## config.mk

```make
export PLATFORM = sky130hd
export DESIGN_NAME = zion_rr_clr_en_reg_arbiter
export DESIGN_NICKNAME = d
export VERILOG_FILES = /design/src/rtl/zion_rr_clr_en_reg_arbiter.sv
export SDC_FILE = /design/constraint.sdc
export NUM_CORES = 1
export LEC_CHECK = 0
export BUFFER_PORTS_ARGS = -buffer_cell sky130_fd_sc_hd__buf_2
export CAP_MARGIN = 25
export CORE_MARGIN = 5
export CORE_UTILIZATION = 40
export DETAILED_ROUTE_END_ITERATION = 12
export PLACE_DENSITY = 0.76
export SETUP_SLACK_MARGIN = 0.3
export SYNTH_ARGS = -nofsm -noshare
export SYNTH_HDL_FRONTEND = slang
export SYNTH_SLANG_ARGS = --single-unit
```

## constraint.sdc

```tcl
create_clock -name clk -period 3.35 [get_ports clk]
set_input_delay 0.8375 -clock clk [delete_from_list [all_inputs] [get_ports clk]]
set_output_delay 0.8375 -clock clk [all_outputs]
set_load 0.05 [all_outputs]
```

## src/rtl/zion_rr_clr_en_reg_arbiter.sv

```systemverilog
// Round-robin arbiter sharing one clear/enable register among NUM_REQ requesters.
// A requester may lock ownership across transfers; an optional idle timeout forces release.
module zion_rr_clr_en_reg_arbiter #(
    parameter int unsigned       NUM_REQ  = 4,
    parameter int unsigned       WIDTH    = 32,
    parameter logic [WIDTH-1:0]  INI_DATA = 32'h1,
    parameter int unsigned       LOCK_MAX = 16,
    localparam int unsigned      IDW      = (NUM_REQ > 1) ? $clog2(NUM_REQ) : 1
) (
    input  logic                       clk,
    input  logic                       rst,
    input  logic [NUM_REQ-1:0]         iVld,
    input  logic [NUM_REQ-1:0]         iClr,
    input  logic [NUM_REQ-1:0]         iLock,
    input  logic [NUM_REQ*WIDTH-1:0]   iDat,
    output logic [NUM_REQ-1:0]         oRdy,
    output logic [WIDTH-1:0]           oDat,
    output logic [IDW-1:0]             oGntId,
    output logic                       oGntVld,
    output logic                       oLocked
);

    localparam int unsigned      CNT_W    = (LOCK_MAX > 1) ? $clog2(LOCK_MAX) : 1;
    localparam logic [CNT_W-1:0] CNT_LAST = CNT_W'((LOCK_MAX == 0) ? 0 : LOCK_MAX - 1);
    localparam logic [IDW-1:0]   LAST_ID  = IDW'(NUM_REQ - 1);

    typedef enum logic {
        ST_IDLE,
        ST_LOCKED
    } state_e;

    state_e             state_q, state_d;
    logic [IDW-1:0]     owner_q, owner_d;
    logic [IDW-1:0]     ptr_q, ptr_d;
    logic [CNT_W-1:0]   cnt_q, cnt_d;
    logic [WIDTH-1:0]   dat_q, dat_d;
    logic [IDW-1:0]     gnt_id_q, gnt_id_d;
    logic               gnt_vld_q, gnt_vld_d;

    logic [NUM_REQ-1:0] hi_req;
    logic               rr_any;
    logic [IDW-1:0]     rr_idx;
    logic [NUM_REQ-1:0] rdy;
    logic               commit;
    logic [IDW-1:0]     cmt_id;
    logic [WIDTH-1:0]   wdat;

    // Requests at or above the pointer win over wrapped-around ones.
    always_comb begin
        hi_req = '0;
        for (int j = 0; j < int'(NUM_REQ); j++) begin
            hi_req[j] = iVld[j] && (j >= int'(ptr_q));
        end
    end

    always_comb begin
        rr_any = 1'b0;
        rr_idx = '0;
        for (int j = int'(NUM_REQ) - 1; j >= 0; j--) begin
            if (iVld[j]) begin
                rr_any = 1'b1;
                rr_idx = IDW'(j);
            end
        end
        for (int j = int'(NUM_REQ) - 1; j >= 0; j--) begin
            if (hi_req[j]) begin
                rr_any = 1'b1;
                rr_idx = IDW'(j);
            end
        end
    end

    always_comb begin
        rdy = '0;
        if (!rst) begin
            if (state_q == ST_IDLE) begin
                if (rr_any) begin
                    rdy[rr_idx] = 1'b1;
                end
            end else begin
                rdy[owner_q] = iVld[owner_q];
            end
        end
    end

    assign commit = |(iVld & rdy);
    assign cmt_id = (state_q == ST_IDLE) ? rr_idx : owner_q;

    always_comb begin
        wdat = '0;
        for (int j = 0; j < int'(NUM_REQ); j++) begin
            if (int'(cmt_id) == j) begin
                wdat = iDat[j*WIDTH +: WIDTH];
            end
        end
    end

    always_comb begin
        state_d   = state_q;
        owner_d   = owner_q;
        ptr_d     = ptr_q;
        cnt_d     = cnt_q;
        dat_d     = dat_q;
        gnt_id_d  = gnt_id_q;
        gnt_vld_d = 1'b0;
        if (commit) begin
            dat_d     = iClr[cmt_id] ? INI_DATA : wdat;
            gnt_id_d  = cmt_id;
            gnt_vld_d = 1'b1;
            ptr_d     = (cmt_id == LAST_ID) ? '0 : cmt_id + 1'b1;
            cnt_d     = '0;
            if (iLock[cmt_id]) begin
                state_d = ST_LOCKED;
                owner_d = cmt_id;
            end else begin
                state_d = ST_IDLE;
            end
        end else if (state_q == ST_LOCKED && LOCK_MAX != 0) begin
            // Forced release hands priority to the requester after the stalled owner.
            if (cnt_q == CNT_LAST) begin
                state_d = ST_IDLE;
                cnt_d   = '0;
                ptr_d   = (owner_q == LAST_ID) ? '0 : owner_q + 1'b1;
            end else begin
                cnt_d = cnt_q + 1'b1;
            end
        end
    end

    always_ff @(posedge clk) begin
        if (rst) begin
            state_q   <= ST_IDLE;
            owner_q   <= '0;
            ptr_q     <= '0;
            cnt_q     <= '0;
            dat_q     <= INI_DATA;
            gnt_id_q  <= '0;
            gnt_vld_q <= 1'b0;
        end else begin
            state_q   <= state_d;
            owner_q   <= owner_d;
            ptr_q     <= ptr_d;
            cnt_q     <= cnt_d;
            dat_q     <= dat_d;
            gnt_id_q  <= gnt_id_d;
            gnt_vld_q <= gnt_vld_d;
        end
    end

    assign oRdy    = rdy;
    assign oDat    = dat_q;
    assign oGntId  = gnt_id_q;
    assign oGntVld = gnt_vld_q;
    assign oLocked = (state_q == ST_LOCKED);

endmodule

```

* Word-level counts from Yosys, hierarchy flattened
Cells that the tools add are included.
** Storage, ports and cells
- Bits in registers :: 44
- Input bits :: 142
- Output and inout port bits :: 40
- Logic and storage cells :: 82
** Operators by class
- Add/sub/neg operators :: 3
- Magnitude comparators :: 8
- Eq/ne operators :: 6
- Multiplexer cells :: 44
- Bitwise gates (word level) :: 2
- Reductions and logical operators :: 12
** Operators by type and width (count)
- two-way mux 32 bit :: 5
- two-way mux 2 bit :: 13
- two-way mux 1 bit :: 17
- two-way mux 4 bit :: 4
- less-than comparator 2 x 3 -> 1 bit (second input constant) :: 3
- bitwise AND 4 bit :: 2
- equality test 2 bit (second input constant) :: 4
- binary-select mux 1 bit (select 2 bit) :: 3
- logical AND 1 bit :: 5
- OR reduction 5 bit :: 1
- adder 2 x 1 -> 2 bit (second input constant) :: 2
- adder 4 x 1 -> 4 bit (second input constant) :: 1
- demux 1 bit (select 2 bit) :: 2
- equality test 4 bit (second input constant) :: 1
- >= comparator 1 x 2 -> 1 bit (first input constant) :: 2
- >= comparator 2 x 1 -> 1 bit (second input constant) :: 2
- AND reduction 2 bit :: 2
- nonzero test 2 bit :: 2
- OR reduction 4 bit :: 1
- equality test 2 x 1 -> 1 bit (second input constant) :: 1
- >= comparator 2 bit (first input constant) :: 1
- logical NOT 2 bit :: 1

* Depth between registers and ports, before layout
Gate-level depths: netlist of the first run.
- Depth after elaboration :: 18
- Gate-level depth with buffers :: 14
- Gate-level depth less buffers :: 11

* Least setup slack after synthesis of the first run
No wires, ideal clock.
- Path type :: input -> register
- From :: in iVld[2]
- To :: reg dat_q[4], in the netlist oDat[4]
- Setup time :: 117 ps
- Data arrival time :: 3138 ps
- Data required time :: 3233 ps
- Path slack :: 94 ps
- Cell stages on the path :: 14
- Buffers on the path :: 4
- Cell sequence :: buf_4 > nor2b_1 > a221oi_2 > o31a_1 > buf_2 > ha_1 > clkbuf_1 > nor2b_1 > clkbuf_1 > a221oi_1 > nor3_1 > a21oi_1 > a21oi_1 > a32o_1
** On the way
- Word-level cells in the longest chain between the ends :: 16
- Elaborated cells between the ends (all ways) :: 40
- Classes of those cells :: order compare: 2; eq/ne: 3; mux: 29; bitwise: 2; reduce/logical: 4
** RTL lines
- start: declaration :: line 12 : input logic [NUM_REQ-1:0] iVld,
- two-way mux 2 bit (3 in series) :: line 60 : if (iVld[j]) begin
- two-way mux 2 bit (4 in series) :: line 66 : if (hi_req[j]) begin
- less-than comparator 2 x 3 -> 1 bit (implied by the code) / >= comparator 2 x 1 -> 1 bit (equally long branches) :: line 78 : rdy[rr_idx] = 1'b1;
- logical AND 1 bit (implied by the code) :: line 78
- two-way mux 1 bit (implied by the code) :: line 78
- demux 1 bit (select 2 bit) :: line 78
- two-way mux 4 bit :: line 77 : if (rr_any) begin
- two-way mux 4 bit :: line 76 : if (state_q == ST_IDLE) begin
- two-way mux 4 bit :: line 75 : if (!rst) begin
- bitwise AND 4 bit :: line 86 : assign commit = |(iVld & rdy);
- OR reduction 4 bit :: line 86
- end signal: assignment :: line 144 : dat_q <= dat_d;
- end: declaration :: line 36 : logic [WIDTH-1:0] dat_q, dat_d;
Several ways; a longest one is shown, not always the timed one. The select of a mux whose other input is x is not followed.
A chain may end at the register's enable or synchronous reset.

* Worst setup path after layout of the first run
- From :: in iVld[3]
- To :: out oRdy[1]
** On the way
- Word-level cells in the longest chain between the ends :: 11
- Elaborated cells between the ends (all ways) :: 19
- Classes of those cells :: order compare: 2; mux: 15; bitwise: 1; reduce/logical: 1
** RTL lines
- two-way mux 2 bit (4 in series) :: line 66
- less-than comparator 2 x 3 -> 1 bit (implied by the code) / >= comparator 2 x 1 -> 1 bit (equally long branches) :: line 78
- logical AND 1 bit (implied by the code) :: line 78
- two-way mux 1 bit (implied by the code) :: line 78
- demux 1 bit (select 2 bit) :: line 78
- two-way mux 4 bit :: line 77
- two-way mux 4 bit * :: line 76
- two-way mux 4 bit * :: line 75
- end: declaration :: line 16 : output logic [NUM_REQ-1:0] oRdy,
Mark *: on every way between the ends. The rest lies on a longest branch, timed or not. The select of a mux whose other input is x is not followed.

==> flow_summary.json, run 1 <==
{
  "seq_area_um2": 881,
  "yosysTopAreaCell": "dfxtp_1",
  "yosysWarnings": 0,
  "max_freq_mhz": 335,
  "synthTopCellsByArea": "dfxtp_1 (27%), a21oi_1 (10%), a32o_1 (9.5%)",
  "r2r_start": "oLocked$_SDFF_PP0_",
  "gp_congestion": 0.890,
  "maxSlewViolCount": 0,
  "cts_buffer_depth": 2,
  "avgRoutedWirePerCell_um": 17.0,
  "grt_max_degree": 45,
  "grt_pass1_vias": 3723,
  "wl_um": 11300,
  "start_util_pct": 41.6,
  "dp_cells": 656,
  "critical_path.cell_chain": "clkbuf_4, mux4_2, nand4_1, inv_2, or2_4, buf_8",
  "num_antenna_cells": 0,
  "synth_cells": 396,
  "h-tree-depth": 2,
  "whs_path_depth": 1,
  "portBuffers": 181,
  "nets": 712,
  "r2r_setup_slack_ns": 0.59,
  "dr_total_vias": 3900,
  "crit_path_start_kind": "primary input",
  "tritoncts": "built",
  "fin_crit_sh_pct": 89.1,
  "crit_type": "primary input to output port",
  "setup_viol": 0,
  "grt_pass1_wl_um": 17800,
  "die_area_mm2": 0.0100,
  "ctsHoldBuffers": 0,
  "required_ns": 2.51,
  "hold_viol": 0,
  "vias_per_cell": 5.87,
  "hold_slack_ns": 0.499,
  "r2r_end": "oDat[31]$_SDFFE_PP0P_",
  "cts.sinks": 44,
  "cp_top_family": "multiplexers",
  "drt_iter0_markers": 239,
  "root_buffer": "clkbuf_8",
  "max_stage_delay_ns": 0.54,
  "hpwl_um": 8380,
  "die_w_um": 100,
  "syn2layout_area_growth_pct": 38.6,
  "r2r.worst_path.cells": 10,
  "outcome": "finished clean",
  "antenna_left": 0,
  "drtPass1Iterations": 5,
  "async_flop_share_pct": 0,
  "n_fill_cell": 745,
  "critPathCaptureType": "output port",
  "synthTopCellsByCount": "a21oi_1 (68), dfxtp_1 (44), nor2b_1 (35)",
  "seq_area_frac_synth_pct": 27.1,
  "synth.most_common_cell": "a21oi_1",
  "finalClockSkew_ns": 0.00799,
  "maxCapViolCount": 0,
  "synth.distinct_cells": 55,
  "clk_latency_ns": 0.29,
  "powerDensity_mw_per_mm2": 1060,
  "multi_input_area_mm2": 0.00218,
  "hp-start": "oDat[15]$_SDFFE_PP0P_",
  "drive_gt1_share_pct": 43.1,
  "fp-row-count": 32,
  "crit_buf_inv": 3,
  "critPathSlowestCell": "mux4_2",
  "synthFlopType": "dfxtp_1",
  "drcViolationCount": 0,
  "cts.clk_slew.worst_paths_ns": 0.08,
  "grt_util_all_layers_pct": 21.4,
  "yosysTopAreaCellShare_pct": 27.1,
  "core_area_mm2": 0.00781,
  "min_to": "oDat[15]$_SDFFE_PP0P_",
  "synth_edf_count": 0,
  "cts_buffers": 5,
  "ios": 182,
  "synth_area_per_cell_um2": 8.21,
  "grt_overflow": 0,
  "worstPathArrival_ns": 2.15,
  "min_period_ns": 2.99,
  "ys_seq_elements": 44,
  "crit_fanout": 7,
  "maxSlewHeadroom_pct": 47.4,
  "hp-class": "register to register",
  "stdcell_count": 664,
  "die_y_um": 100,
  "antenna_found_initial": 0,
  "dpl-instance-area_mm2": 0.00432,
  "final_core_util_pct": 57.7,
  "peakVddDrop_uv": 780,
  "netlist_area_mm2": 0.00325,
  "p_leak_nw": 2.00,
  "rsz0062_at_grt": "true",
  "tightest_slew_ns": 0.787,
  "stdcell_area_mm2": 0.00451,
  "syn_nets": 547
}
[state kept, by name (all words and copies together), names as in the netlist]
register	cells
cnt_q	4
oDat	32
oGntId	2
oGntVld	1
oLocked	1
owner_q	2
ptr_q	2
[through the flow]
step | worst slack, ns | setup TNS (ns) | total power [W]
CTS | 0.269 | 0 | 0.00475
global placement | 0.0960 | 0 | 0.00425
finish | 0.365 | 0 | 0.00478
global route | 0.271 | 0 | 0.00514
floorplan | 0.262 | 0 | 0.00349
detailed placement | -0.0147 | -0.0147 | 0.00432
[layout by cell type (no fill, tap or decap), drive strengths merged, types with 3 or more instances in the layout]
cell,netlist,routed
nor2,12,12
inv,11,11
clkbuf,28,6
a211oi,5,5
nor2b,35,35
o211ai,3,3
mux2i,7,7
a21oi,69,69
a221oi,34,34
a32oi,3,3
dfxtp,44,44
buf,14,199
nor3,34,34
o21ai,5,5
nand2,11,11
o21a,3,3
a32o,31,31
ha,9,9
nand3,5,5
[kinds of logic (layout without fill, tap and decap cells)]
group           count (synthesis)  in the layout  share of synthesized area, %
compound gates                172            172                          39.2
simple gates                  106            106                          18.2
buf+inv                        54            220                          8.24
flops                          44             44                          27.1
mux                            10             10                          3.54
fa+ha+maj                       9              9                          3.46
xor+xnor                        1              1                         0.269
[worst max-delay path by stage]
stage / from / end / slack, ns / cells after the start
floorplan: iVld[2] / oDat[4]$_SDFFE_PP0P_ / 0.26 / 14
global placement: iVld[2] / oDat[29]$_SDFFE_PP0P_ / 0.1 / 12
detailed placement: iVld[1] / oDat[31]$_SDFFE_PP0P_ / -0.01 / 12
CTS: iVld[2] / oRdy[1] / 0.27 / 6
global route: iVld[0] / oRdy[2] / 0.27 / 8
finish: iVld[3] / oRdy[1] / 0.36 / 6
[per-layer routing]
metal  global-route usage, %  share of wire, %
met3                    5.42               9.5
met4                    6.01               1.8
met5                       0                 0
met1                    26.9                40
met2                    36.3                48
[cell type report]
cell class | instances | share of cell area, %
multi-input cells | 298 | 48.3
repair buffers | 200 | 25.9
flip-flops and latches | 44 | 19.6
well taps | 102 | 2.83
clock buffers | 5 | 1.53
inverters | 12 | 1.00
clock inverters | 3 | 0.944
[report_power, final]
| part | leakage, nW | switching, W | internal, W |
|---|---|---|---|
| registers | 0.360 | 0.000186 | 0.000768 |
| clock network | 0.0541 | 0.000185 | 0.000221 |
| logic | 1.59 | 0.00218 | 0.00124 |
| total | 2.00 | 0.00255 | 0.00223 |
[what timing repair did]
item | 4_1_cts | 5_1_grt
setup buffers | 0 | 0
setup endpoints to repair | 3 | 10
pin swaps | 0 | 3
gates resized for setup | 3 | 25
(Power assumes the default switching activity.)
==> inputs of run 2 (changes only) <==
--- a/config.mk
+++ b/config.mk
@@ -5,6 +5,7 @@
 export SDC_FILE = /design/constraint.sdc
 export NUM_CORES = 1
 export LEC_CHECK = 0
+export ABC_AREA = 1
 export BUFFER_PORTS_ARGS = -buffer_cell sky130_fd_sc_hd__buf_2
 export CAP_MARGIN = 25
 export CORE_MARGIN = 5
==> run 2 against run 1 <==
Highest routed layer unchanged; die area grew 0.97%; first-iteration DRC count shrank 41%; hold slack lost 0.030 ns; clock skew grew 0.00074 ns; global-route usage is essentially flat; utilization shrank 4.2 points; synthesized cell count grew 29%; flip-flop and latch count is the same; combinational power shrank 9.4%; clock power grew 9.9%; critical path type unchanged; sequential power shrank 6.2%; largest cell class unchanged; cell count grew 17%.
==> flow_summary.json, run 2 <==
{
  "final_core_util_pct": 53.5,
  "synthXorXnorAreaFrac_pct": 0,
  "tritoncts": "built",
  "tightest_slew_ns": 0.672,
  "vias_per_cell": 5.04,
  "grt_pass1_vias": 3772,
  "wl_met1_um": 4620,
  "final_common_cell": "buf_2",
  "grt_pass1_wl_um": 17800,
  "portBuffers": 181,
  "critical_path.cell_chain": "buf_2, inv_1, nand2_1, nand3_1, nand2_1, nand2_1, a21oi_1, and2_1, buf_2",
  "hold_viol": 0,
  "die_w_um": 101,
  "dp_cells": 770,
  "synthFlopType": "dfxtp_1",
  "required_ns": 2.51,
  "syn_nets": 662,
  "stdcell_area_mm2": 0.00433,
  "mostFrequentLayoutCells": "buf_2 (181), nand2_1 (131), nand3_1 (79), o21ai_0 (65), nand2_2 (46)",
  "critPathSlowestCell": "buf_2",
  "min_period_ns": 2.75,
  "cts_buffer_depth": 2,
  "yosysTopAreaCell": "dfxtp_1",
  "cp_top_family": "simple AND/OR/NAND/NOR gates",
  "p_leak_nw": 2.26,
  "synthAdderAreaFrac_pct": 3.43,
  "async_flop_share_pct": 0,
  "highest_layer": "met4",
  "outcome": "finished clean",
  "synthSimpleGateAreaFrac_pct": 42.6,
  "root_buffer": "clkbuf_8",
  "yosysWarnings": 0,
  "seq_area_frac_synth_pct": 26.8,
  "dpl-instance-area_mm2": 0.00420,
  "crit_path_start_kind": "primary input",
  "cts.clk_slew.worst_paths_ns": 0.08,
  "place_worst_setup_slack_ns": 0.341,
  "ys_seq_elements": 44,
  "powerDensity_mw_per_mm2": 1030,
  "antenna_found_initial": 0,
  "dr_wl_met2_um": 5490,
  "maxCapViolCount": 0,
  "post-cts-setup-buffer-count": 0,
  "grt_util_all_layers_pct": 21.4,
  "crit_type": "primary input to output port",
  "gp_congestion": 0.958,
  "synth.distinct_cells": 34,
  "peakVddDrop_uv": 479,
  "dr_total_vias": 3919,
  "synth_edf_count": 0,
  "start_util_pct": 40.6,
  "synthTopCellsByArea": "dfxtp_1 (27%), nand2_1 (15%), nand3_1 (12%)",
  "drtPass1Iterations": 6,
  "maxSlewHeadroom_pct": 55.2,
  "max_freq_mhz": 363,
  "max_stage_delay_ns": 0.26,
  "cts_buffers": 5,
  "num_antenna_cells": 0,
  "met3_length_um": 767,
  "grt_overflow": 0,
  "fin_ws_ns": 0.598,
  "yosysTopAreaCellShare_pct": 26.8,
  "crit_buf_inv": 3,
  "cts.sinks": 44,
  "avgRoutedWirePerCell_um": 14.2,
  "drive_gt1_share_pct": 39.4,
  "core_area_mm2": 0.00809,
  "finalClockSkew_ns": 0.00873,
  "hpwl_um": 8660,
  "h-tree-depth": 2,
  "synthTopCellsByCount": "nand2_1 (131), nand3_1 (79), o21ai_0 (65)",
  "cp_common_cell": "nand2_1",
  "fin_crit_sh_pct": 82.2,
  "drcViolationCount": 0,
  "ctsHoldBuffers": 0,
  "critPathCaptureType": "output port",
  "largest_reg_flops": 32,
  "synth.area.mux_share_pct": 0,
  "synth_area_per_cell_um2": 6.43,
  "postCtsResizedCells": 0,
  "maxSlewViolCount": 0,
  "setup_viol": 0,
  "crit_fanout": 4,
  "syn2layout_area_growth_pct": 31.7,
  "antenna_left": 0,
  "worstPathArrival_ns": 1.91,
  "synth-compound-area-share_pct": 18.5,
  "die_y_um": 101,
  "grt_max_degree": 65,
  "tns_ns": 0,
  "clk_latency_ns": 0.29,
  "stdcell_count": 778,
  "rsz0062_at_grt": "false",
  "hp-class": "register to register",
  "wl_um": 11100,
  "drt_iter0_markers": 141,
  "synth_cells": 511,
  "ios": 182,
  "synth_top_family_by_area": "simple AND/OR/NAND/NOR gates",
  "fp-row-count": 33,
  "synth.most_common_cell": "nand2_1",
  "netlist_area_mm2": 0.00329,
  "die_area_mm2": 0.0101,
  "nets": 823
}
## run 2: cell families after synthesis
group / Yosys count
buffers and inverters: 57
adder cells (fa/ha/maj): 9
AND/OR/NAND/NOR: 285
AO/OA/AOI/OAI: 116
flip-flops: 44
## run 2: layout make-up
type                            count  area [um^2]
Tap cell                          105          131
Fill cell                         855         3760
Sequential cell                    44          881
Clock inverter                      1         30.0
Timing Repair Buffer              189          978
Clock buffer                        7         96.3
Multi-Input combinational cell    410         2120
Inverter                           22         87.6
## run 2: stage by stage
| step | hold slack (ns) | power [W] |
|---|---|---|
| after floorplan | 0.458 | 0.00336 |
| after global placement | 0.455 | 0.00397 |
| after detailed placement | 0.458 | 0.00403 |
| after CTS | 0.473 | 0.00448 |
| after global routing | 0.499 | 0.00482 |
| final | 0.469 | 0.00444 |
## run 2: path summary, 6_finish.rpt
kind	from	to	slack (ns)	cells past startpoint
setup / recovery	iVld[3]	oRdy[0]	0.60	9
setup reg to reg	oLocked$_SDFF_PP0_	oDat[12]$_SDFFE_PP0P_	0.76	10
hold / removal	oDat[17]$_SDFFE_PP0P_	oDat[17]$_SDFFE_PP0P_	0.47	2
hold reg to reg	oDat[17]$_SDFFE_PP0P_	oDat[17]$_SDFFE_PP0P_	0.47	2
## run 2: worst register-to-register path, cell delays in order, from the launching register on
cell	delay (ns)
dfxtp_1	0.62
inv_1	0.28
o21ai_2	0.35
ha_1	0.23
buf_4	0.33
a21oi_1	0.13
nand2_1	0.07
o21ai_0	0.12
o21ai_0	0.25
nand2_2	0.08
nand2_2	0.08
## run 2: per-layer routing
metal | global-route usage (%) | up-vias
li1 | - | 2025
met1 | 26.5 | 1715
met2 | 37.2 | 161
met3 | 4.50 | 18
met4 | 6.01 | 0
met5 | 0 | -
## run 2: report_power, final
part | switching [W] | internal (W)
Sequential | 0.000142 | 0.000753
Combinational | 0.00224 | 0.000860
Clock | 0.000182 | 0.000263
Total | 0.00257 | 0.00188
